[src/rtl/seg7_scan_driver.sv]
// seg7_scan_driver
//   Time-multiplexed driver for a 4-digit common-anode seven-segment display.
//   A prescaler steps a 2-bit digit index every DIV cycles. The committed
//   nibble of the selected digit is encoded to active-low segments, and the
//   matching anode is pulled low after a short blanking window. New display
//   data is staged in a pending buffer. It is committed only when the index
//   wraps 3->0, so a frame is never torn.
//
// Ports
//   clk         system clock
//   reset       synchronous, active-high reset
//   value       four hex digits, value[3:0] = digit 0 (AN[0])
//   dig_en      per-digit enable (0 = digit dark)
//   dp          per-digit decimal point (1 = lit)
//   load        strobe: capture value/dig_en/dp into the pending buffer
//   pending     pending buffer holds data not yet committed
//   frame_start one-cycle pulse in the first cycle after a 3->0 wrap
//   digit_idx   digit currently being scanned
//   AN          anodes, active-low
//   SEG         segments {g,f,e,d,c,b,a}, active-low
//   DP          decimal point, active-low
module seg7_scan_driver #(
    parameter int DIV          = 100000,
    parameter int BLANK_CYCLES = 2
) (
    input  logic        clk,
    input  logic        reset,
    input  logic [15:0] value,
    input  logic [3:0]  dig_en,
    input  logic [3:0]  dp,
    input  logic        load,
    output logic        pending,
    output logic        frame_start,
    output logic [1:0]  digit_idx,
    output logic [3:0]  AN,
    output logic [6:0]  SEG,
    output logic        DP
);

    localparam int CW = $clog2(DIV);

    logic [CW-1:0] cnt_q;
    logic [1:0]    idx_q;
    logic          pending_q;
    logic          frame_start_q;
    logic [15:0]   pend_val_q, com_val_q;
    logic [3:0]    pend_en_q,  com_en_q;
    logic [3:0]    pend_dp_q,  com_dp_q;
    logic [3:0]    an_q,  an_d;
    logic [6:0]    seg_q, seg_d;
    logic          dp_q,  dp_d;

    logic          tick;
    logic          wrap;
    logic          lit;
    logic [3:0]    sel_nib;

    function automatic logic [6:0] hex7(input logic [3:0] n);
        logic [6:0] s;
        case (n)
            4'h0: s = 7'h40;
            4'h1: s = 7'h79;
            4'h2: s = 7'h24;
            4'h3: s = 7'h30;
            4'h4: s = 7'h19;
            4'h5: s = 7'h12;
            4'h6: s = 7'h02;
            4'h7: s = 7'h78;
            4'h8: s = 7'h00;
            4'h9: s = 7'h10;
            4'hA: s = 7'h08;
            4'hB: s = 7'h03;
            4'hC: s = 7'h46;
            4'hD: s = 7'h21;
            4'hE: s = 7'h06;
            default: s = 7'h0E;
        endcase
        return s;
    endfunction

    always_comb begin
        tick    = (cnt_q == CW'(DIV - 1));
        wrap    = tick && (idx_q == 2'd3);
        sel_nib = com_val_q[{idx_q, 2'b00} +: 4];
        // Signed compare keeps BLANK_CYCLES == 0 from degenerating to a
        // constant unsigned comparison.
        lit     = (int'(cnt_q) >= BLANK_CYCLES) && com_en_q[idx_q];
        an_d    = lit ? ~(4'b0001 << idx_q) : 4'hF;
        seg_d   = lit ? hex7(sel_nib) : 7'h7F;
        dp_d    = ~(lit && com_dp_q[idx_q]);
    end

    always_ff @(posedge clk) begin
        if (reset) begin
            cnt_q         <= '0;
            idx_q         <= 2'd0;
            pending_q     <= 1'b0;
            frame_start_q <= 1'b0;
            pend_val_q    <= '0;
            pend_en_q     <= '0;
            pend_dp_q     <= '0;
            com_val_q     <= '0;
            com_en_q      <= '0;
            com_dp_q      <= '0;
            an_q          <= 4'hF;
            seg_q         <= 7'h7F;
            dp_q          <= 1'b1;
        end else begin
            an_q          <= an_d;
            seg_q         <= seg_d;
            dp_q          <= dp_d;
            frame_start_q <= wrap;

            if (tick) begin
                cnt_q <= '0;
                idx_q <= idx_q + 2'd1;
            end else begin
                cnt_q <= cnt_q + 1'b1;
            end

            // Commit takes the pending contents from before this edge; a
            // load on the same edge refills pending for the next frame.
            if (wrap && pending_q) begin
                com_val_q <= pend_val_q;
                com_en_q  <= pend_en_q;
                com_dp_q  <= pend_dp_q;
            end

            if (load) begin
                pend_val_q <= value;
                pend_en_q  <= dig_en;
                pend_dp_q  <= dp;
                pending_q  <= 1'b1;
            end else if (wrap) begin
                pending_q  <= 1'b0;
            end
        end
    end

    assign pending     = pending_q;
    assign frame_start = frame_start_q;
    assign digit_idx   = idx_q;
    assign AN          = an_q;
    assign SEG         = seg_q;
    assign DP          = dp_q;

endmodule

[config.mk]
export PLATFORM = sky130hd
export DESIGN_NAME = seg7_scan_driver
export DESIGN_NICKNAME = d
export VERILOG_FILES = /design/src/rtl/seg7_scan_driver.sv
export SDC_FILE = /design/constraint.sdc
export NUM_CORES = 1
export LEC_CHECK = 0
export ABC_AREA = 0
export BUFFER_PORTS_ARGS = -buffer_cell sky130_fd_sc_hd__clkbuf_2
export CELL_PAD_IN_SITES_DETAIL_PLACEMENT = 1
export CELL_PAD_IN_SITES_GLOBAL_PLACEMENT = 1
export CORE_ASPECT_RATIO = 0.5
export CORE_MARGIN = 4
export CORE_UTILIZATION = 41
export CTS_CLUSTER_SIZE = 24
export DETAILED_ROUTE_END_ITERATION = 7
export PLACE_DENSITY_LB_ADDON = 0.15
export SLEW_MARGIN = 10
export SYNTH_ARGS = -nofsm -noshare
export SYNTH_HDL_FRONTEND = slang
export SYNTH_SLANG_ARGS = --single-unit
[constraint.sdc]
create_clock -name clk -period 2.05 [get_ports clk]
set_input_delay 0.41 -clock clk [delete_from_list [all_inputs] [get_ports clk]]
set_output_delay 0.41 -clock clk [all_outputs]
set_load 0.03 [all_outputs]
==> results of run 1 <==
[power by group through the flow]
stage / logic [W] / clock network, W / registers [W]
floorplan: 0.0000892 / 0 / 0.00166
global placement: 0.000126 / 0 / 0.00167
detailed placement: 0.000134 / 0 / 0.00167
CTS: 0.000135 / 0.00178 / 0.00163
global route: 0.000155 / 0.00187 / 0.00164
finish: 0.000137 / 0.00175 / 0.00163
[through the flow]
step | setup WS (ps) | hold slack [ps] | utilization, %
global route | 20.04 | 301.8 | 50.52
finish | 171.9 | 310.8 | 50.52
floorplan | 6.285 | 440.8 | -
CTS | 57.72 | 299.7 | 50.30
detailed placement | 68.73 | 459.5 | 46.64
global placement | 191.3 | 452.2 | 46.64
[per-layer routing]
| metal | part of all wire (%) | up-vias | track usage, % |
|---|---|---|---|
| met5 | 0 | - | 0 |
| met4 | 0.50 | 0 | 5.214 |
| met3 | 4.4 | 6 | 6.520 |
| met2 | 46 | 45 | 27.04 |
| met1 | 49 | 1482 | 23.90 |
| li1 | - | 1485 | - |
[sequential cells by signal, indices dropped and copies added (netlist names)]
name	cells
digit_idx	2
com_val_q	16
SEG	7
pend_en_q	4
cnt_q	17
com_dp_q	4
frame_start	1
pending	1
DP	1
AN	4
pend_val_q	16
pend_dp_q	4
com_en_q	4
[worst max-delay path, cell delays in order (launching register included)]
cell and delay [ps]:
dfxtp_4 360, mux4_2 610, ha_1 320, nor3_1 230, o21a_1 160, o31ai_1 70
[final cells by class]
cell class | instances | area [um2]
flip-flops and latches | 81 | 1625
repair buffers | 57 | 347.8
multi-input cells | 267 | 2007
clock inverters | 2 | 60.06
clock buffers | 14 | 264.0
fillers | 996 | 4383
inverters | 6 | 25.02
well taps | 117 | 146.4
[placed cells by master (no fill, tap or decap), drive strengths merged, types with 3 or more instances in the layout]
| cell type | synthesis | layout |
|---|---|---|
| nand4 | 30 | 30 |
| o211ai | 4 | 4 |
| dfxtp | 81 | 81 |
| mux4 | 5 | 5 |
| clkbuf | 12 | 56 |
| o31ai | 26 | 26 |
| ha | 12 | 12 |
| nor2 | 45 | 45 |
| buf | 20 | 15 |
| a21oi | 28 | 28 |
| inv | 6 | 6 |
| xor2 | 7 | 7 |
| nand2 | 16 | 16 |
| nor3 | 9 | 9 |
| nand3 | 11 | 11 |
| or3 | 3 | 3 |
| mux2 | 4 | 4 |
| o21ai | 4 | 4 |
| xnor2 | 7 | 7 |
| mux2i | 35 | 35 |
| and4 | 3 | 3 |
[path summary, 6_finish.rpt]
kind / startpoint / endpoint / cells past startpoint
min: value[11] / pend_val_q[11]$_SDFFE_PP0P_ / 3
min reg2reg: com_en_q[3]$_SDFFE_PP0P_ / com_en_q[3]$_SDFFE_PP0P_ / 2
max: digit_idx[0]$_SDFFE_PP0P_ / SEG[0]$_SDFF_PP1_ / 5
max reg2reg: digit_idx[0]$_SDFFE_PP0P_ / SEG[0]$_SDFF_PP1_ / 5
[cell families (layout without fill, tap and decap cells)]
group                    count (synthesis)  count (layout)  share of synthesized area (%)
flip-flops                              81              81                          42.60
AO/OA/AOI/OAI                           71              71                          14.50
multiplexers                            44              44                          13.35
adder cells (fa/ha/maj)                 12              12                          3.945
AND/OR/NAND/NOR                        126             126                          17.06
XOR/XNOR                                14              14                          3.222
buffers and inverters                   38              79                          5.325
==> results.txt, run 1 <==
* Die outline height: roughly 76 um
- After detailed routing, the average wire length per cell comes to about 17 um.
* Part of the power in registers: 46.4%
- Once placement completed, the tool counted placed cells totaling 527.
- Entering global routing, the biggest net connects 54 pins.
- For the pin with the worst max-slew slack, the measured transition is 849.1 ps.
* Reported max-cap violation count: 0
- The average instance in the mapped netlist occupies 9.860 um2.
* Number of vias after detailed routing: 3018
- The worst setup path is launched from a flop.
* Filler-free cell count of the finished design: 544
- Resized cells post-CTS: 0
- Area Overhead vs Synth: 17.59%
- Post-synth top area cell: dfxtp_1
- The count of pins over their slew limit is 0.
* Die area: 10980 um2
* Gate count of the mapped netlist: 386
- Fraction of layout cells with a size suffix above 1: 24.36%
- Worst path arrival time: 2090 ps
- Worst reg-to-reg setup slack: 170 ps
- Yosys mapped a number of flops with a built-in enable equal to 0.
- RD Place Congestion: approximately 0.84
- In this run the remaining antenna-violating nets after routing total 0.
- Most numerous cell in the Yosys netlist: dfxtp_1
- Horizontal die dimension: 144.3 um
* Hold-fix buffers at CTS: 0
- Combinational share of power: 3.9%
* Type of element capturing the critical path: flop
* Hold Vio Cnt, Final: 0
- IO Port Bufs: 42
- Result of the run: complete, no violations
* Top achievable clock speed: 0.5325 GHz
* Clk buf depth: 2
* CTS tree: done
- In this run the tightest slew margin relative to its limit is 43.39%.
- Setup repair after global routing left no endpoint under its margin.
- The synthesized design devotes to its leading area cell type 42.60% of total area.
- Root buffer cell: clkbuf_16
- The clock network is responsible for 49.7% of the overall power.
- Clock transition at the registers of the reported paths: 60 ps
- Post-CTS Repair Setup Buffers: 0
- Sequential element share of the synthesized area: between 40% and 50%
- For this run, the number of Yosys warnings is 0.
- Clock insertion delay at the later pin of the skew report: roughly 340 ps
* Total routed wirelength: 9.367 mm
- Critical path required time: around 2300 ps
- The number of antenna violations at the first check in global routing is 0.
- The design draws between 0.003 and 0.004 W.
* Type of the worst setup path: reg2reg
* Final critical-path required period: around 1900 ps
- The region available for standard cell placement spans 8859 um2.
- In this run the power density over the cells is 785.9 nW/um2.
* Setup-failing EPs final: 0
* Post-route cell area: roughly 4500 um2
- In the post-synthesis netlist, the biggest area contributors are dfxtp_1, mux2i_1, o31ai_2, nand4_1, nor2_1.
- Total overflow reported by the global router: 0
- Post-layout nets: 461
- Adding up every negative setup slack in the final design gives 0 ps.
- The pre-antenna-repair detailed-routing pass consisted of 4 iterations.
- Row generation in the floorplan step produced 24 rows.
* Vias per std cell: 5.548
* Num CTS Buffers: 9
- Total track usage: 17.87%
- 43 I/O pins were placed.
- For this design the static power due to leakage is about 1.7 nW.
- Most frequent cells after synthesis: dfxtp_1, nor2_1, mux2i_1
- Peak supply drop: 0.0003736 V
- Across the routed clock network, the largest skew measured is 9.141 ps.
* Detailed placement HPWL: 6.736 mm
- The clock tree synthesis step divided the H-tree into 3 levels.
* Detailed Route Iter0 Violations: 148
- ANT cells: 0
- Max FO, Critical Path: 6
* Period utilisation layout: 91.61%
- Counting flops and latches in the post-synthesis netlist gives 81.
- For this run, the leading register cell type out of synthesis is dfxtp_1.
* Net switching power figure: 0.0007107 W
* Effective utilization at floorplan: 42.97%
* Type of the worst min-delay path: in2reg
- The cell area that synthesis handed to floorplanning was between 3000 and 4000 um2.
- Synth Net Count: 425
- The first global-routing pass estimated 15.76 mm of wire.
- Counting flops with an async set or reset pin after synthesis yields a share of 0%.
- The via count of the first global-routing pass is around 3.1k.
- Area after detailed placement: 4131 um2
* Number of remaining DRC errors: 0
- Switching share of total power: 20.21%
- P_int: 0.002806 W
- After synthesis, the netlist uses 45 different library cells.
- For this design, the sink count on the clock tree is 81.
No activity file was read; power rests on OpenSTA's default activity.
==> inputs of run 2 (changes only) <==
Settings changed: CORE_UTILIZATION 41 to 42, CTS_BUF_LIST from default to sky130_fd_sc_hd__clkbuf_4, MAX_ROUTING_LAYER from default to met4, RECOVER_POWER from default to 50.
==> run 2 against run 1 <==
Compared with the run above: final area shrank 4.6%; non-clock buffer count shrank 1; critical path depth grew 1; clock skew grew 8.5 ps; global-route usage grew 1.5 points; largest power group is now registers; highest routed layer unchanged.
==> results.txt, run 2 (synthesis results as in run 1) <==
- In this run the deepest clock path goes through 2 buffers.
* Via count of the first global-routing pass: about 3.2k
- Switching share of total power: between 20% and 30%
- Number of vias after detailed routing: 3055
* Die outline height: between 70 and 80 um
* Number of remaining DRC errors: 0
* Antenna violations before repair: 0
- Data on the critical path is required at its endpoint by approximately 2400 ps.
- After floorplanning, the core was sized to cover 8768 um2.
* Type of the worst min-delay path: in2reg
- The area growth from synthesis to layout is 12.13%.
- In the global route stage, overall resource usage came out at 19.40%.
- Part of the power in registers: between 50% and 60%
- The critical path is of the reg2reg type.
* Total overflow reported by the global router: 0
- The initial utilization of the core area, before any placement, comes to 43.41%.
* Vias per std cell: 5.626
- The tightest hold path in the finished design has a slack of ~210 ps.
- Hold Vio Cnt, Final: 0
- The clock network accounts for 37.0% of the total power.
* CTS tree: done
- Crit Reg-Reg Startpoint: digit_idx[0]$_SDFFE_PP0P_
* Detailed placement HPWL: 6.835 mm
* Endpoint of the lowest-slack register-to-register path: SEG[0]$_SDFF_PP1_
- The later pin in the worst-skew pair is clocked with a latency of 430 ps.
- Tightest Pin Transition: 885.4 ps
* Max FO, Critical Path: 5
- Antenna Violating Nets Remaining: 0
- The internal power of the cells totals between 0.002 and 0.0025 W.
- RD Place Congestion: 0.8381
- Timing would allow up to 0.5295 GHz.
* Number of fill cells in the layout: 1014
* IO Port Bufs: 42
- Sum of negative setup slack: 0 ps
- FF-to-FF path depth: 6
- Setup repair after global routing missed its margin: false
- In this run the power density over the cells is 656.7 nW/um2.
- Final critical-path required period: around 1900 ps
- Max-cap violations in this run came to 0.
* Period utilisation layout: 92.12%
- The register with the most flip-flops in the layout has 17 of them.
- The library cell used most frequently in the layout, excluding fill and tap cells, is dfxtp_1.
* Result of the run: complete, no violations
- Combinational share of power: 4.7%
- In this run the number of H-tree levels came out at 3.
- Cell depth of the worst hold path: 3
- The clock net in this run drives a total of 81 sinks.
* Registers with the highest flip-flop counts: cnt_q: 17 flops, com_val_q: 16 flops, pend_val_q: 16 flops
- Worst setup path start: digit_idx[0]$_SDFFE_PP0P_
- Entering global routing, the biggest net connects 54 pins.
- Largest Register: cnt_q
- In this run the most critical hold path is launched from value[10].
- The cell sitting at the root of the clock tree is a clkbuf_4.
- The die covers 10740 um2.
- Summed over all layers, the routed wires come to 9.544 mm.
- Pins over their slew limit: 0
- In this run the core area contains 24 standard-cell rows.
* Horizontal die dimension: 142.6 um
- In this run the count of I/O pins placed on the die edge is 43.
- TritonCTS created 9 clock buffers.
- For this design the static power due to leakage is between 1.5 and 2 nW.
- WL per Instance: 17.58 um
- The number of antenna diodes in the final layout is 0.
- Top library cells by usage in the layout, fill and taps aside: dfxtp_1, nor2_1, mux2i_1
- Critical Path End: SEG[0]$_SDFF_PP1_
- Global-route wire length before repair: 15.99 mm
- Clock skew on the completed layout was measured at 17.59 ps.
- Clock transition at the registers of the reported paths: 130 ps
- The number of hold buffers added after CTS was 0.
- DR pass1 iterations: 4
* Worst reg-to-reg setup slack: between 150 and 200 ps
- STA classifies the critical path startpoint as a flop.
* Post-layout nets: 460
- IR analysis of the VDD net gives a maximum drop of about 0.00025 V.
- Of the cells placed in the final design, the portion with a size suffix greater than 1 is 21.13%.
* Max-slew headroom: about two fifths
* Worst path arrival time: ~2200 ps
- Summed over all nets, the switching power comes to 0.0006244 W.
- Type of element capturing the critical path: flop
- Setup-failing EPs final: 0
- In this run, the number of DRC markers left after iteration 0 of detailed routing was 179.
-- run 2: changes by cell type in the layout (fill, tap and decap cells not counted), moves of 2 or more --
cell / before / now
clkbuf_2: 42 / 28
clkbuf_16: 9 / 0
clkbuf_1: 3 / 14
buf_4: 13 / 11
clkinv_1: 0 / 3
clkbuf_4: 0 / 12
clkbuf_8: 2 / 0
-- run 2: worst max-delay path, cell delays in order (launching register included) --
cell,delay (ps)
dfxtp_4,390
mux4_2,590
inv_1,190
ha_4,170
nor3_1,50
o21a_1,190
o31ai_1,210
-- run 2: area by class of cell --
class,instances,area (um2),area share (%)
multi-input combinational,267,2009,47.08
inverter,6,25.02,0.5863
clock inverter,5,71.32,1.671
tap,117,146.4,3.430
clock buffer,11,82.58,1.935
sequential,81,1625,38.08
timing repair buffer,56,307.8,7.212
-- run 2: repair_timing --
item,4_1_cts,5_1_grt
setup endpoints to repair,0,7
gates resized for setup,0,1
setup buffers,0,0
endpoints found under the hold margin,0,0
-- run 2: stage by stage --
step	utilization [%]	std cells	setup WS, ps	power (W)	cell area (um2)
2_1_floorplan	-	386	6.285	0.001750	3847
3_3_place_gp	47.12	527	224.3	0.001791	4131
3_5_place_dp	47.12	527	156.0	0.001800	4131
4_1_cts	48.87	543	123.6	0.002848	4285
5_1_grt	48.67	543	5.402	0.002926	4268
6_report	48.67	543	161.5	0.002803	4268
-- run 2: how the worst min path moves through the flow --
stage,end,slack [ps]
final,pend_val_q[10]$_SDFFE_PP0P_,210
after global routing,pend_val_q[1]$_SDFFE_PP0P_,200
after CTS,pend_val_q[10]$_SDFFE_PP0P_,180
after detailed placement,com_en_q[2]$_SDFFE_PP0P_,470
after global placement,com_dp_q[2]$_SDFFE_PP0P_,450
after floorplan,com_dp_q[2]$_SDFFE_PP0P_,440
-- run 2: per-layer routing --
| metal | track usage (%) | part of all wire (%) |
|---|---|---|
| met5 | - | 0 |
| met4 | 5.585 | 1.2 |
| met1 | 24.17 | 48 |
| met3 | 4.326 | 3.5 |
| met2 | 32.33 | 48 |
-- run 2: power by group through the flow --
stage               combinational [W]  clock (W)  sequential (W)
finish                       0.000132    0.00104         0.00163
global route                 0.000149    0.00114         0.00164
CTS                          0.000133    0.00108         0.00163
detailed placement           0.000133          0         0.00167
global placement             0.000125          0         0.00167
floorplan                   0.0000892          0         0.00166
==> inputs of run 3 (changes only) <==
Settings changed: CORE_MARGIN 4 to default.
==> run 3 against run 2 <==
Compared with the run above: power up 0.87%; flip-flop and latch count unchanged; hold slack worse by 9.7 ps; largest power group unchanged; clock power about the same; final cell count up 0.55%; critical path type unchanged; die area down 12%; utilization up 0.45 points; wire length up 2.3%; final area up 0.59%; largest cell class unchanged; register-to-register slack about the same.
==> results.txt, run 3 (synthesis results as in run 1) <==
- Clock Skews: approximately 16 ps
- Type of the worst min-delay path: in2reg
- Detailed routing inserted a total of just over 3k vias.
- The initial utilization of the core area, before any placement, comes to 43.56%.
* Reported max-cap violation count: 0
- Critical Path Stages: 6
* Filler-free cell count of the finished design: approximately 550
- In this run the worst path has a maximum fanout of 5.
- Total overflow reported by the global router: 0
* Worst reg-to-reg setup slack: 150 ps
* Most common cell after layout, fill and taps aside: dfxtp_1
- Peak supply drop: 0.0002566 V
- Total track usage: 23.06%
* Period utilisation layout: 92.76%
* Number of fill cells in the layout: about 1k
- For the worst setup path, the data arrival time is 2250 ps.
* Clk buf depth: 2
- Die area: 9470 um2
- Final critical-path required period: 1901 ps
- Tightest Pin Transition: 829.5 ps
* Resized cells post-CTS: 0
- Result of the run: complete, no violations
- Setup repair after global routing left no endpoint under its margin.
* RD Place Congestion: 0.8745
- The floorplan has 24 rows.
- Worst setup path start: digit_idx[0]$_SDFFE_PP0P_
- Clock transition at the registers of the reported paths: between 100 and 150 ps
- CP bufs+invs: 1
- Registers with the highest flip-flop counts: cnt_q: 17 flops, com_val_q: 16 flops, pend_val_q: 16 flops
- Setup total negative slack on the finished layout was measured at 0 ps.
- CTS tree: done
- 43 I/O pins were placed.
- The pre-antenna-repair detailed-routing pass consisted of 4 iterations.
- The first routing iteration left 140 violations.
- Num CTS Buffers: 9
- After detailed routing, the number of remaining DRC violations is 0.
* Area Overhead vs Synth: 12.79%
- Global-route wire length before repair: 16.26 mm
- Crit start category: flop
- Measured along the x axis, the die boundary spans 136.6 um.
- The tree is rooted in a clkbuf_4.
- IO Port Bufs: 42
- Post-layout nets: 463
- Headroom to the max-slew limit came out at 44.70%.
- Power density normalized to cell area: 658.5 nW/um2
- The number of antenna diodes in the final layout is 0.
- Vias per std cell: ~5.7
- In the final routed layout, each cell accounts on average for 17.87 um.
- The sequential cells in the finished layout cover a total of 1625 um2.
- Timing would allow up to 0.5259 GHz.
* Largest Register: cnt_q
- STA puts the critical path data required time at 2400 ps.
* Setup-failing EPs final: 0
- At the later pin of the worst-skew pair, clock insertion delay measures 440 ps.
* Antenna violations before repair: 0
- Post-CTS Repair Setup Buffers: 0
- In the layout the commonest cells are dfxtp_1, nor2_1, mux2i_1.
* Cell family with most CP delay: multiplexers
- The worst register-to-register path has a depth of 6.
- In the final layout, the multi-input gates occupy 2007 um2.
* Fraction of layout cells with a size suffix above 1: 21.45%
- Sink count of the clock tree: about 80
- Standard cell core area: 8738 um2
* Total routed wirelength: between 9 and 10 mm
* Die outline height: 69.32 um
- Hold-fix buffers at CTS: 0
- Largest register FFs: 17
- Hold Vio Cnt, Final: 0
- Type of the worst setup path: reg2reg
- The analysis attributes to cell leakage a power of approximately 1.6 nW.
- Critical Path End: SEG[0]$_SDFF_PP1_
- The HPWL after detailed placement is 6.903 mm.
- In this run the critical register-to-register path is captured at SEG[0]$_SDFF_PP1_.
- In this run the number of H-tree levels came out at 3.
- Entering global routing, the biggest net connects 54 pins.
- The via count of the first global-routing pass came to 3191.
- Pins over their slew limit: 0
- The signal on the critical path passes through mux4_2, inv_1, ha_4, nor3_1, o21a_1, o31ai_1.
- On the critical path, the stage with the largest delay is an instance of mux4_2.
- Slowest stage delay, CP: 590 ps
- Crit Reg-Reg Startpoint: digit_idx[0]$_SDFFE_PP0P_
- The worst setup path is captured at a flop.
- Antenna Violating Nets Remaining: 0
- Number of cells after detailed placement: 530
## run 3: metrics by stage
stage | hold WS, ps | utilization (%) | area [um2] | setup slack (ps) | total power [W]
after detailed placement | 464.8 | 47.54 | 4154 | 157.5 | 0.001803
after floorplan | 440.8 | - | 3847 | 6.285 | 0.001750
final | 200.7 | 49.13 | 4293 | 148.5 | 0.002827
after global placement | 448.9 | 47.54 | 4154 | 199.9 | 0.001791
after global routing | 181.4 | 49.13 | 4293 | 18.34 | 0.002954
after CTS | 176.3 | 49.34 | 4312 | 139.7 | 0.002865
## run 3: worst min-delay path: stages
cell,delay (ps)
clkbuf_2,80
mux2i_1,50
nor2_1,70
## run 3: worst min path at each step
stage	start	endpoint	slack, ps	depth (start not counted)
6_report	dp[2]	pend_dp_q[2]$_SDFFE_PP0P_	200	3
5_1_grt	value[0]	pend_val_q[0]$_SDFFE_PP0P_	180	3
4_1_cts	dp[2]	pend_dp_q[2]$_SDFFE_PP0P_	180	3
3_5_place_dp	com_val_q[1]$_SDFFE_PP0P_	com_val_q[1]$_SDFFE_PP0P_	460	2
3_3_place_gp	com_dp_q[2]$_SDFFE_PP0P_	com_dp_q[2]$_SDFFE_PP0P_	450	2
2_1_floorplan	com_dp_q[2]$_SDFFE_PP0P_	com_dp_q[2]$_SDFFE_PP0P_	440	2
## run 3: layer usage
layer | track usage (%) | vias up | part of all wire [%]
li1 | - | 1494 | -
met4 | 7.654 | 0 | 1.4
met5 | - | - | 0
met1 | 28.48 | 1531 | 45
met2 | 37.23 | 51 | 50
met3 | 5.190 | 15 | 4.0
## run 3: final cells by class
class / instances / share of cell area [%]
clock buffers: 12 / 2.099
inverters: 6 / 0.5829
multi-input cells: 267 / 46.75
repair buffers: 59 / 7.724
well taps: 117 / 3.410
clock inverters: 4 / 1.574
flip-flops and latches: 81 / 37.86
## run 3: power by group
| group | internal (W) | total (W) | switching (W) |
|---|---|---|---|
| logic | 0.0000592 | 0.000132 | 0.0000726 |
| clock network | 0.000530 | 0.00106 | 0.000533 |
| registers | 0.00161 | 0.00163 | 0.0000253 |
